`src/rtl/hazard_pkg.sv`:
```
// Shared types and defaults for the pipeline hazard controller.
package hazard_pkg;

  typedef enum logic [1:0] {
    RUN,
    MEM_WAIT,
    DRAIN,
    HALTED
  } hazard_state_t;

  localparam int MAX_WAIT_DEFAULT = 255;

  // Wait counter only has to reach MAX_WAIT-1, so it never needs to hold MAX_WAIT itself.
  function automatic int waitBits(input int maxWait);
    return (maxWait > 1) ? $clog2(maxWait) : 1;
  endfunction

endpackage

```
`src/rtl/hazard_ctrl_if.sv`:
```
// Signal bundle between the pipeline datapath (master) and the hazard controller (slave).
interface hazard_ctrl_if #(
  parameter int ADDR_LEFT = 4,
  parameter int CNT_BITS  = 16
);

  logic [ADDR_LEFT:0] rs_addr_s2, rt_addr_s2;
  logic               rs_used_s2, rt_used_s2;
  logic               rw_s3, rw_s4, rw_s5;
  logic [ADDR_LEFT:0] waddr_s3, waddr_s4, waddr_s5;
  logic               sel_mem_s3, branch_taken_s3;
  logic               mem_req_s4, mem_ack, halt_s4;

  logic               stall_s1, stall_s2, hold_s3, hold_s4;
  logic               flush_s2, bubble_s3, bubble_s5;
  logic               halted, mem_timeout;
  logic [CNT_BITS-1:0] stall_cnt;

  modport master (
    output rs_addr_s2, rt_addr_s2, rs_used_s2, rt_used_s2,
           rw_s3, rw_s4, rw_s5, waddr_s3, waddr_s4, waddr_s5,
           sel_mem_s3, branch_taken_s3, mem_req_s4, mem_ack, halt_s4,
    input  stall_s1, stall_s2, hold_s3, hold_s4,
           flush_s2, bubble_s3, bubble_s5, halted, mem_timeout, stall_cnt
  );

  modport slave (
    input  rs_addr_s2, rt_addr_s2, rs_used_s2, rt_used_s2,
           rw_s3, rw_s4, rw_s5, waddr_s3, waddr_s4, waddr_s5,
           sel_mem_s3, branch_taken_s3, mem_req_s4, mem_ack, halt_s4,
    output stall_s1, stall_s2, hold_s3, hold_s4,
           flush_s2, bubble_s3, bubble_s5, halted, mem_timeout, stall_cnt
  );

endinterface

```
`src/rtl/hazard_cmp.sv`:
```
// Matches one ID-stage source register against the EX/MEM/WB destinations.
// Build macro HAZARD_FORWARD_EN: only an EX-stage load conflicts; later stages are bypassed.
module hazard_cmp
  import hazard_pkg::*;
#(
  parameter int ADDR_LEFT = 4
) (
  input  logic [ADDR_LEFT:0] i_srcAddr,
  input  logic               i_srcUsed,
  input  logic               i_rwS3,
  input  logic               i_rwS4,
  input  logic               i_rwS5,
  input  logic               i_selMemS3,
  input  logic [ADDR_LEFT:0] i_waddrS3,
  input  logic [ADDR_LEFT:0] i_waddrS4,
  input  logic [ADDR_LEFT:0] i_waddrS5,
  output logic               o_match
);

`ifdef HAZARD_FORWARD_EN
  localparam bit FORWARD = 1'b1;
`else
  localparam bit FORWARD = 1'b0;
`endif

  logic w_hitS3, w_hitS4, w_hitS5, w_needLoad;

  // r0 is hardwired to zero, so writes to it can never create a dependency.
  assign w_hitS3 = i_rwS3 && (i_waddrS3 == i_srcAddr) && (i_waddrS3 != '0);
  assign w_hitS4 = i_rwS4 && (i_waddrS4 == i_srcAddr) && (i_waddrS4 != '0);
  assign w_hitS5 = i_rwS5 && (i_waddrS5 == i_srcAddr) && (i_waddrS5 != '0);

  assign w_needLoad = FORWARD ? i_selMemS3 : 1'b1;
  assign o_match    = i_srcUsed &&
                      ((w_hitS3 && w_needLoad) || (!FORWARD && (w_hitS4 || w_hitS5)));

endmodule

```
`src/rtl/hazard_ctrl.sv`:
```
// Pipeline hazard controller: memory-wait freeze, branch flush, load-use stall, halt drain.
// Build macro HAZARD_FORWARD_EN selects the forwarding-aware load-use check in hazard_cmp.
module hazard_ctrl
  import hazard_pkg::*;
#(
  parameter int REG_WORDS = 32,
  parameter int ADDR_LEFT = $clog2(REG_WORDS) - 1,
  parameter int MAX_WAIT  = MAX_WAIT_DEFAULT,
  parameter int CNT_BITS  = 16
) (
  input  logic         clk,
  input  logic         rst,
  hazard_ctrl_if.slave bus
);

  localparam int                   WAIT_BITS = waitBits(MAX_WAIT);
  localparam logic [WAIT_BITS-1:0] WAIT_LAST = WAIT_BITS'(MAX_WAIT - 1);

  hazard_state_t        r_state, w_stateNext;
  logic [WAIT_BITS-1:0] r_waitCnt;
  logic                 r_timeout;
  logic [CNT_BITS-1:0]  r_stallCnt;

  logic w_rsHit, w_rtHit, w_hazard;
  logic w_freeze, w_freezeActive, w_timeoutNow;
  logic w_stallS1, w_stallS2, w_holdS3, w_holdS4;
  logic w_flushS2, w_bubbleS3, w_bubbleS5, w_halted;

  hazard_cmp #(.ADDR_LEFT(ADDR_LEFT)) u_cmpRs (
    .i_srcAddr (bus.rs_addr_s2),
    .i_srcUsed (bus.rs_used_s2),
    .i_rwS3    (bus.rw_s3),
    .i_rwS4    (bus.rw_s4),
    .i_rwS5    (bus.rw_s5),
    .i_selMemS3(bus.sel_mem_s3),
    .i_waddrS3 (bus.waddr_s3),
    .i_waddrS4 (bus.waddr_s4),
    .i_waddrS5 (bus.waddr_s5),
    .o_match   (w_rsHit)
  );

  hazard_cmp #(.ADDR_LEFT(ADDR_LEFT)) u_cmpRt (
    .i_srcAddr (bus.rt_addr_s2),
    .i_srcUsed (bus.rt_used_s2),
    .i_rwS3    (bus.rw_s3),
    .i_rwS4    (bus.rw_s4),
    .i_rwS5    (bus.rw_s5),
    .i_selMemS3(bus.sel_mem_s3),
    .i_waddrS3 (bus.waddr_s3),
    .i_waddrS4 (bus.waddr_s4),
    .i_waddrS5 (bus.waddr_s5),
    .o_match   (w_rtHit)
  );

  assign w_hazard       = w_rsHit || w_rtHit;
  assign w_freeze       = bus.mem_req_s4 && !bus.mem_ack;
  assign w_freezeActive = w_freeze && ((r_state == RUN) || (r_state == MEM_WAIT));
  // r_waitCnt holds the frozen cycles already elapsed, so this fires on the MAX_WAIT-th one.
  assign w_timeoutNow   = w_freezeActive && (r_waitCnt == WAIT_LAST);

  always_comb begin
    w_stateNext = r_state;
    w_stallS1   = 1'b0;
    w_stallS2   = 1'b0;
    w_holdS3    = 1'b0;
    w_holdS4    = 1'b0;
    w_flushS2   = 1'b0;
    w_bubbleS3  = 1'b0;
    w_bubbleS5  = 1'b0;
    w_halted    = 1'b0;
    unique case (r_state)
      RUN: begin
        if (w_freeze) begin
          {w_stallS1, w_stallS2, w_holdS3, w_holdS4, w_bubbleS5} = 5'b11111;
          w_stateNext = MEM_WAIT;
        end else begin
          if (bus.branch_taken_s3) begin
            w_flushS2  = 1'b1;
            w_bubbleS3 = 1'b1;
          end else if (w_hazard) begin
            w_stallS1  = 1'b1;
            w_stallS2  = 1'b1;
            w_bubbleS3 = 1'b1;
          end
          if (bus.halt_s4) w_stateNext = DRAIN;
        end
      end
      MEM_WAIT: begin
        if (w_freeze) begin
          {w_stallS1, w_stallS2, w_holdS3, w_holdS4, w_bubbleS5} = 5'b11111;
        end else begin
          w_stateNext = RUN;
        end
      end
      DRAIN: begin
        w_stallS1   = 1'b1;
        w_flushS2   = 1'b1;
        w_bubbleS3  = 1'b1;
        w_stateNext = HALTED;
      end
      HALTED: begin
        {w_stallS1, w_stallS2, w_holdS3, w_holdS4, w_bubbleS5} = 5'b11111;
        w_halted = 1'b1;
      end
      default: w_stateNext = RUN;
    endcase
  end

  always_ff @(posedge clk) begin
    if (rst) begin
      r_state    <= RUN;
      r_waitCnt  <= '0;
      r_timeout  <= 1'b0;
      r_stallCnt <= '0;
    end else begin
      r_state <= w_stateNext;
      if (w_freezeActive) begin
        if (r_waitCnt != WAIT_LAST) r_waitCnt <= r_waitCnt + 1'b1;
      end else begin
        r_waitCnt <= '0;
      end
      if (w_timeoutNow) r_timeout <= 1'b1;
      if ((w_stallS1 || w_holdS4) && (r_state != HALTED) && (r_stallCnt != '1))
        r_stallCnt <= r_stallCnt + 1'b1;
    end
  end

  // Reset masks every flag combinationally, even mid-wait or mid-drain.
  assign bus.stall_s1    = w_stallS1  && !rst;
  assign bus.stall_s2    = w_stallS2  && !rst;
  assign bus.hold_s3     = w_holdS3   && !rst;
  assign bus.hold_s4     = w_holdS4   && !rst;
  assign bus.flush_s2    = w_flushS2  && !rst;
  assign bus.bubble_s3   = w_bubbleS3 && !rst;
  assign bus.bubble_s5   = w_bubbleS5 && !rst;
  assign bus.halted      = w_halted   && !rst;
  assign bus.mem_timeout = (r_timeout || w_timeoutNow) && !rst;
  assign bus.stall_cnt   = r_stallCnt;

endmodule

```
`src/flat_wrapper.sv`:
```
// flat-port wrapper written by rule: the top's interface ports become plain ports
module hazard_ctrl_flat import hazard_pkg::*;
#(
  parameter int REG_WORDS = 32,
  parameter int ADDR_LEFT = $clog2(REG_WORDS) - 1,
  parameter int MAX_WAIT  = MAX_WAIT_DEFAULT,
  parameter int CNT_BITS  = 16
)
  (clk, rst, bus_rs_addr_s2, bus_rt_addr_s2, bus_rs_used_s2, bus_rt_used_s2, bus_rw_s3, bus_rw_s4, bus_rw_s5, bus_waddr_s3, bus_waddr_s4, bus_waddr_s5, bus_sel_mem_s3, bus_branch_taken_s3, bus_mem_req_s4, bus_mem_ack, bus_halt_s4, bus_stall_s1, bus_stall_s2, bus_hold_s3, bus_hold_s4, bus_flush_s2, bus_bubble_s3, bus_bubble_s5, bus_halted, bus_mem_timeout, bus_stall_cnt);
  hazard_ctrl_if #(.ADDR_LEFT(ADDR_LEFT), .CNT_BITS(CNT_BITS)) bus_i ();
  input  logic clk;
  input  logic rst;
  input wire logic [$bits(bus_i.rs_addr_s2)-1:0] bus_rs_addr_s2;
  input wire logic [$bits(bus_i.rt_addr_s2)-1:0] bus_rt_addr_s2;
  input wire logic [$bits(bus_i.rs_used_s2)-1:0] bus_rs_used_s2;
  input wire logic [$bits(bus_i.rt_used_s2)-1:0] bus_rt_used_s2;
  input wire logic [$bits(bus_i.rw_s3)-1:0] bus_rw_s3;
  input wire logic [$bits(bus_i.rw_s4)-1:0] bus_rw_s4;
  input wire logic [$bits(bus_i.rw_s5)-1:0] bus_rw_s5;
  input wire logic [$bits(bus_i.waddr_s3)-1:0] bus_waddr_s3;
  input wire logic [$bits(bus_i.waddr_s4)-1:0] bus_waddr_s4;
  input wire logic [$bits(bus_i.waddr_s5)-1:0] bus_waddr_s5;
  input wire logic [$bits(bus_i.sel_mem_s3)-1:0] bus_sel_mem_s3;
  input wire logic [$bits(bus_i.branch_taken_s3)-1:0] bus_branch_taken_s3;
  input wire logic [$bits(bus_i.mem_req_s4)-1:0] bus_mem_req_s4;
  input wire logic [$bits(bus_i.mem_ack)-1:0] bus_mem_ack;
  input wire logic [$bits(bus_i.halt_s4)-1:0] bus_halt_s4;
  output wire logic [$bits(bus_i.stall_s1)-1:0] bus_stall_s1;
  output wire logic [$bits(bus_i.stall_s2)-1:0] bus_stall_s2;
  output wire logic [$bits(bus_i.hold_s3)-1:0] bus_hold_s3;
  output wire logic [$bits(bus_i.hold_s4)-1:0] bus_hold_s4;
  output wire logic [$bits(bus_i.flush_s2)-1:0] bus_flush_s2;
  output wire logic [$bits(bus_i.bubble_s3)-1:0] bus_bubble_s3;
  output wire logic [$bits(bus_i.bubble_s5)-1:0] bus_bubble_s5;
  output wire logic [$bits(bus_i.halted)-1:0] bus_halted;
  output wire logic [$bits(bus_i.mem_timeout)-1:0] bus_mem_timeout;
  output wire logic [$bits(bus_i.stall_cnt)-1:0] bus_stall_cnt;
  assign bus_i.rs_addr_s2 = bus_rs_addr_s2;
  assign bus_i.rt_addr_s2 = bus_rt_addr_s2;
  assign bus_i.rs_used_s2 = bus_rs_used_s2;
  assign bus_i.rt_used_s2 = bus_rt_used_s2;
  assign bus_i.rw_s3 = bus_rw_s3;
  assign bus_i.rw_s4 = bus_rw_s4;
  assign bus_i.rw_s5 = bus_rw_s5;
  assign bus_i.waddr_s3 = bus_waddr_s3;
  assign bus_i.waddr_s4 = bus_waddr_s4;
  assign bus_i.waddr_s5 = bus_waddr_s5;
  assign bus_i.sel_mem_s3 = bus_sel_mem_s3;
  assign bus_i.branch_taken_s3 = bus_branch_taken_s3;
  assign bus_i.mem_req_s4 = bus_mem_req_s4;
  assign bus_i.mem_ack = bus_mem_ack;
  assign bus_i.halt_s4 = bus_halt_s4;
  assign bus_stall_s1 = bus_i.stall_s1;
  assign bus_stall_s2 = bus_i.stall_s2;
  assign bus_hold_s3 = bus_i.hold_s3;
  assign bus_hold_s4 = bus_i.hold_s4;
  assign bus_flush_s2 = bus_i.flush_s2;
  assign bus_bubble_s3 = bus_i.bubble_s3;
  assign bus_bubble_s5 = bus_i.bubble_s5;
  assign bus_halted = bus_i.halted;
  assign bus_mem_timeout = bus_i.mem_timeout;
  assign bus_stall_cnt = bus_i.stall_cnt;
  hazard_ctrl #(.REG_WORDS(REG_WORDS), .ADDR_LEFT(ADDR_LEFT), .MAX_WAIT(MAX_WAIT), .CNT_BITS(CNT_BITS)) u_core (.clk(clk), .rst(rst), .bus(bus_i));
endmodule
```
`config.mk`:
```
export PLATFORM = sky130hd
export DESIGN_NAME = hazard_ctrl_flat
export DESIGN_NICKNAME = d
export VERILOG_FILES = /design/src/rtl/hazard_pkg.sv /design/src/rtl/hazard_ctrl_if.sv /design/src/rtl/hazard_cmp.sv /design/src/rtl/hazard_ctrl.sv /design/src/flat_wrapper.sv
export SDC_FILE = /design/constraint.sdc
export NUM_CORES = 1
export LEC_CHECK = 0
export BUFFER_PORTS_ARGS = -buffer_cell sky130_fd_sc_hd__buf_2
export CAP_MARGIN = 30
export CORE_MARGIN = 2
export CORE_UTILIZATION = 55
export DETAILED_ROUTE_END_ITERATION = 12
export PLACE_DENSITY = 0.85
export SETUP_SLACK_MARGIN = 0.05
export SYNTH_ARGS = -nofsm -noshare
export SYNTH_HDL_FRONTEND = slang
export SYNTH_SLANG_ARGS = --single-unit
export TNS_END_PERCENT = 5
```
`constraint.sdc`:
```
create_clock -name clk -period 3.4 [get_ports clk]
set_input_delay 0.34 -clock clk [delete_from_list [all_inputs] [get_ports clk]]
set_output_delay 0.34 -clock clk [all_outputs]
set_load 0.02 [all_outputs]
```
Word level (Yosys, flattened, before mapping) --
Cells that the tools add are included.
Word-level totals: register bits 27, latch bits 0, memory bits (writable) 0, bits in read-only memories 0, input bits 37, output and inout bits 25, logic and storage cells 85, memories kept 0
Cells by class: add/sub/neg operators 2, $mul 0, divide/modulo/power cells 0, magnitude comparators 0, equality and inequality tests 15, shift-type cells 0, mux-type cells 18, bitwise logic cells 1, reduce and logical (&&, ||, !) cells 45
Operators by type and width (count):
- $eq 5x5->1 | 6
- $logic_and 1x1->1 | 26
- $add 16x1->16 const B | 1
- $ne 16x16->1 const B | 1
- $reduce_bool 5->1 | 3
- $mux 1 | 9
- $add 8x1->8 const B | 1
- $eq 8x8->1 const B | 1
- $logic_or 1x1->1 | 8
- $ne 8x8->1 const B | 1
- $mux 2 | 3
- $pmux 1 s2 | 3
- $pmux 1 s3 | 2
- $pmux 2 s3 | 1
- $reduce_or 2->1 | 3
- $eq 2x2->1 const B | 2
- $ne 2x2->1 const B | 2
- $ne 3x2->1 const B | 1
- $reduce_and 3->1 | 1
- $reduce_bool 3->1 | 1
- $eq 2x1->1 const B | 1
- $logic_not 1->1 | 2
- $logic_not 2->1 | 1
- $not 1->1 | 1

Depth between registers and ports, before layout --
depth in word-level cells 14, gate-level depth with buffers 9

Cells and area by module --
Synthesis repeated with hierarchy kept, for this count alone.
Unflattened totals: cell total of the unflattened synthesis 243, area total of the unflattened synthesis 1985.7 um2
By module, submodules not included:
- hazard_ctrl | times used 1, cells an instance 183, area an instance 1555.2 um2, sequential area each 540.5 um2
- hazard_cmp | times used 2, cells an instance 30, area an instance 215.2 um2, sequential area each 0.0 um2

Worst setup path after synthesis --
OpenSTA, ideal clock, no wires.
path kind input port to output port, from input port bus_rs_addr_s2[4], to output port bus_stall_s2, arrival time 2036 ps, slack 1024 ps, cell stages on the path 7, path buffers 0, path through xnor2_1 -> nand3_1 -> nor4_1 -> o31ai_1 -> nand2_1 -> a31oi_1 -> o41ai_1
On the way: word-level cells in the longest chain between the ends 12, elaborated cells between the ends (all ways) 18, those cells by class 3 x eq/ne; 4 x mux; 11 x reduce/logical
RTL lines:
- from (decl) | RTL line flat_wrapper.sv:13 | input wire logic [$bits(bus_i.rs_addr_s2)-1:0] bus_rs_addr_s2;
- $eq 5x5->1 (on tied branches) | RTL line hazard_cmp.sv:30, hazard_cmp.sv:31
- $logic_and 1x1->1 (on tied branches) (2 in series) | RTL line hazard_cmp.sv:30, hazard_cmp.sv:31
- $logic_or 1x1->1 | RTL line hazard_cmp.sv:35 | ((w_hitS3 && w_needLoad) || (!FORWARD && (w_hitS4 || w_hitS5)));
- $logic_or 1x1->1 * | RTL line hazard_cmp.sv:35
- $logic_and 1x1->1 * | RTL line hazard_cmp.sv:34 | assign o_match = i_srcUsed &&
- $logic_or 1x1->1 * | RTL line hazard_ctrl.sv:55 | assign w_hazard = w_rsHit || w_rtHit;
- $mux 1 * | RTL line hazard_ctrl.sv:80 | end else if (w_hazard) begin
- $mux 1 * | RTL line hazard_ctrl.sv:77 | if (bus.branch_taken_s3) begin
- $mux 1 * | RTL line hazard_ctrl.sv:73 | if (w_freeze) begin
- $pmux 1 s3 * | RTL line hazard_ctrl.sv:71 | unique case (r_state)
- $logic_and 1x1->1 * | RTL line hazard_ctrl.sv:130 | assign bus.stall_s2 = w_stallS2 && !rst;
- to (decl) | RTL line flat_wrapper.sv:29 | output wire logic [$bits(bus_i.stall_s2)-1:0] bus_stall_s2;
Mark *: on every way between the ends. The rest lies on a longest branch, timed or not.

Worst setup path in the final report --
from input port bus_waddr_s3[0], to output port bus_stall_s2
On the way: word-level cells in the longest chain between the ends 11, elaborated cells between the ends (all ways) 17, those cells by class 2 x eq/ne; 4 x mux; 11 x reduce/logical
RTL lines:
- from (decl) | RTL line flat_wrapper.sv:20 | input wire logic [$bits(bus_i.waddr_s3)-1:0] bus_waddr_s3;
- $eq 5x5->1 | RTL line hazard_cmp.sv:29 | assign w_hitS3 = i_rwS3 && (i_waddrS3 == i_srcAddr) && (i_waddrS3 != '0);
- $logic_and 1x1->1 (2 in series) | RTL line hazard_cmp.sv:29
- $logic_or 1x1->1 | RTL line hazard_cmp.sv:35
- $logic_and 1x1->1 | RTL line hazard_cmp.sv:34
- $logic_or 1x1->1 * | RTL line hazard_ctrl.sv:55
- $mux 1 * | RTL line hazard_ctrl.sv:80
- $mux 1 * | RTL line hazard_ctrl.sv:77
- $mux 1 * | RTL line hazard_ctrl.sv:73
- $pmux 1 s3 * | RTL line hazard_ctrl.sv:71
- $logic_and 1x1->1 * | RTL line hazard_ctrl.sv:130
Marks and branches as above.

==> key figures <==
Clocking
  – Num CTS Buffers: 3
  – Setup Buffers After CTS: 0
  – Post-cts sizing count: 0
  – CTS max path bufs: 2
  – Clk_lat worst skew: 320 ps
  – Root cell of the clock tree: clkbuf_4
  – CTS Hold Buffers Added: 0
  – TritonCTS clock tree: done
  – # H-tree levels: 1
  – Clock-pin transition on the worst setup and hold timing paths: 140 ps
  – CTS sink count: 27

Die
  – IO Pins: 62
  – Initial core utilization: 58.0%
  – DIE AREA: 0.00404 sq mm
  – Core Box Area: 0.00336 sq mm
  – Die Wd: 63.6 microns
  – Row cnt: 21
  – Die H: 63.6 microns

Yosys
  – Top FF cell, synth: dfxtp_1
  – Async SR Flop Fraction: 0%
  – EDFF count, synth: 0
  – Post-synthesis cell type count: 43
  – Synth Net Count: 283
  – Mean Syn Cell Area: 8.17 sq um
  – Largest area contributor in the netlist: dfxtp_1
  – Top cells by area, synth: dfxtp_1 (28%), xnor2_1 (9.9%), xor2_1 (7.2%)
  – Cell with the most instances after synthesis: dfxtp_1
  – Warnings, synthesis: 0
  – Synthesized instance count: 239
  – Seq/Total Area, Yosys: 27.7%
  – Share of the synthesized area in the top cell type: 27.7%
  – FF+latch count, synth: 27
  – Synth top cells by count: dfxtp_1 (27), nor2_1 (22), xnor2_1 (22)
  – Mapped cell area: 0.00195 sq mm

Global route
  – Largest net degree at the start of global routing: 37
  – Number of global-route vias before repair: 1,780
  – Antenna violations before repair: 0
  – First-pass GRT wire length: 7460 microns
  – Grt total ovfl: 0
  – Global-route usage over all layers: 22.1%

Timing
  – Setup_tns: 0 ps
  – Max-slew violations: 0
  – Fin Clk Skew: 11.2 ps
  – Setup Viol. Count Final: 0
  – Tcrit/Tclk final: 72.7%
  – Slew @ Worst Pin: 621 ps
  – Worst setup margin: 928 ps
  – Slew headroom: 58.6%
  – Hold_ws: 455 ps
  – Maximum clock rate: 405 MHz
  – Min Clock Period, post-route: 2470 ps
  – RSZ-0062 raised after global routing: no
  – Endpoints failing hold: 0

Worst setup path
  – Startpoint Class: input port
  – Worst r2r src: u_core.r_state[1]$_SDFFE_PP0P_
  – Required time of the critical path: 3060 ps
  – R2r setup slk: 1020 ps
  – Data arrival, critical path: 2130 ps
  – WS Path Type: input port to output pin
  – Worst-path fanout max: 3
  – CP Capture Type: output pin
  – Worst R2R Path Depth: 9
  – RR Endpoint: u_core.bus.stall_cnt[15]$_SDFFE_PP0P_

Placement
  – Dpl ws: 830 ps
  – Buffers on Ports: 60
  – Post-DP HPWL: 3530 microns
  – Placed Instances: 336
  – Routability-driven placement congestion ratio: 0.845

Flow run
  – Maxcap violations: 0

Layout
  – P&R area growth vs syn: 17.4%
  – Nets: 339
  – Final Non-Filler Cells: 340
  – Fillers: 317
  – Post-layout util: 68.2%
  – Antenna cells: 0
  – Share of layout cells above drive strength 1: 23.5%

Route
  – DR vias/cell: 5.66
  – Vias: 1,925
  – 1st-iter DRT viols: 101
  – Total wire length: 4330 microns
  – Pre-antenna DRT Iters: 4
  – Routed len/inst: 12.7 microns
  – Post-DRT Antenna Nets: 0
  – Drt drc: 0

Outcome
  – Status: finished clean

Power
  – Power Dens Cells: 411 mW/mm^2
  – Leak: 0.999 nW
  – VDD IR max: 262 uV

Min path
  – Hold EP: u_core.r_state[1]$_SDFFE_PP0P_
  – Hold_sp: bus_halt_s4
  – HP Class: input port to flip-flop
  – Hold depth: 4
==> worst max path at each step <==
stage	start	cells after the start	endpoint
global route	bus_waddr_s3[0]	9	bus_stall_s2
floorplan	bus_rs_addr_s2[4]	7	bus_stall_s2
finish	bus_waddr_s3[0]	9	bus_stall_s2
global placement	bus_waddr_s3[0]	9	u_core.bus.stall_cnt[5]$_SDFFE_PP0P_
detailed placement	bus_waddr_s3[0]	9	u_core.bus.stall_cnt[15]$_SDFFE_PP0P_
CTS	bus_waddr_s3[0]	9	bus_stall_s2
==> state kept, by name (all words and copies together) (netlist names) <==
register	count
u_core.r_waitCnt	8
u_core.bus.stall_cnt	16
u_core.r_state	2
u_core.r_timeout	1
==> worst max-delay path: stages <==
cell and delay (ps):
buf_2 120, or4_1 530, o21ai_2 150, nor4_1 100, o31ai_1 270, nand2_1 140
a31oi_1 200, o41ai_1 90, buf_2 180
==> per-layer routing <==
metal	up-vias	GRT usage (%)	routed length (microns)
met5	-	0	0
met4	0	6.25	59
met3	8	2.14	205
met2	55	41.3	2180
met1	884	26.6	1880
li1	978	-	-
==> through the flow <==
stage	cell area, sq um	power [mW]
2_1_floorplan	1950	0.695
3_3_place_gp	2260	0.800
3_5_place_dp	2260	0.812
4_1_cts	2290	0.947
5_1_grt	2290	1.01
6_report	2290	0.942
==> final cells by class <==
type | count | area [sq um] | area share, %
Clock buffer | 3 | 22.5 | 0.983
Timing Repair Buffer | 61 | 308 | 13.4
Inverter | 9 | 33.8 | 1.47
Multi-Input combinational cell | 193 | 1330 | 57.8
Tap cell | 46 | 57.6 | 2.51
Clock inverter | 1 | 5.00 | 0.218
Sequential cell | 27 | 541 | 23.6
==> cell families (layout without fill, tap and decap cells) <==
kind of cell	Yosys count	in the layout	synth area share, %
simple gates	91	91	25.3
flops	27	27	27.7
compound gates	51	51	17.7
mux	6	6	3.40
buf+inv	19	74	4.42
fa+ha+maj	7	7	4.49
xor+xnor	38	38	17.1
==> cell usage in the layout, fill, tap and decap left out, drive strengths merged, types with 2 or more instances in the layout <==
cell type,count
buf,61
o31ai,2
and3,7
dfxtp,27
o311ai,2
a211oi,4
or3,4
nand2,7
o21ai,7
or4,3
a41o,2
clkbuf,3
nand3,15
a31oi,3
nor2b,9
nand4,8
a31o,2
o22ai,3
a21oi,19
nor4,6
ha,7
a311oi,3
xor2,16
nand2b,2
mux2,5
and4,3
inv,9
xnor2,22
nor2,22
==> where the power goes <==
part | internal [mW] | switching [mW] | leakage (nW)
Sequential | 0.339 | 0.0315 | 0.218
Clock | 0.0441 | 0.0936 | 0.0177
Combinational | 0.167 | 0.266 | 0.763
Total | 0.550 | 0.391 | 0.999
Note: power is estimated with default switching activity, not from simulation.
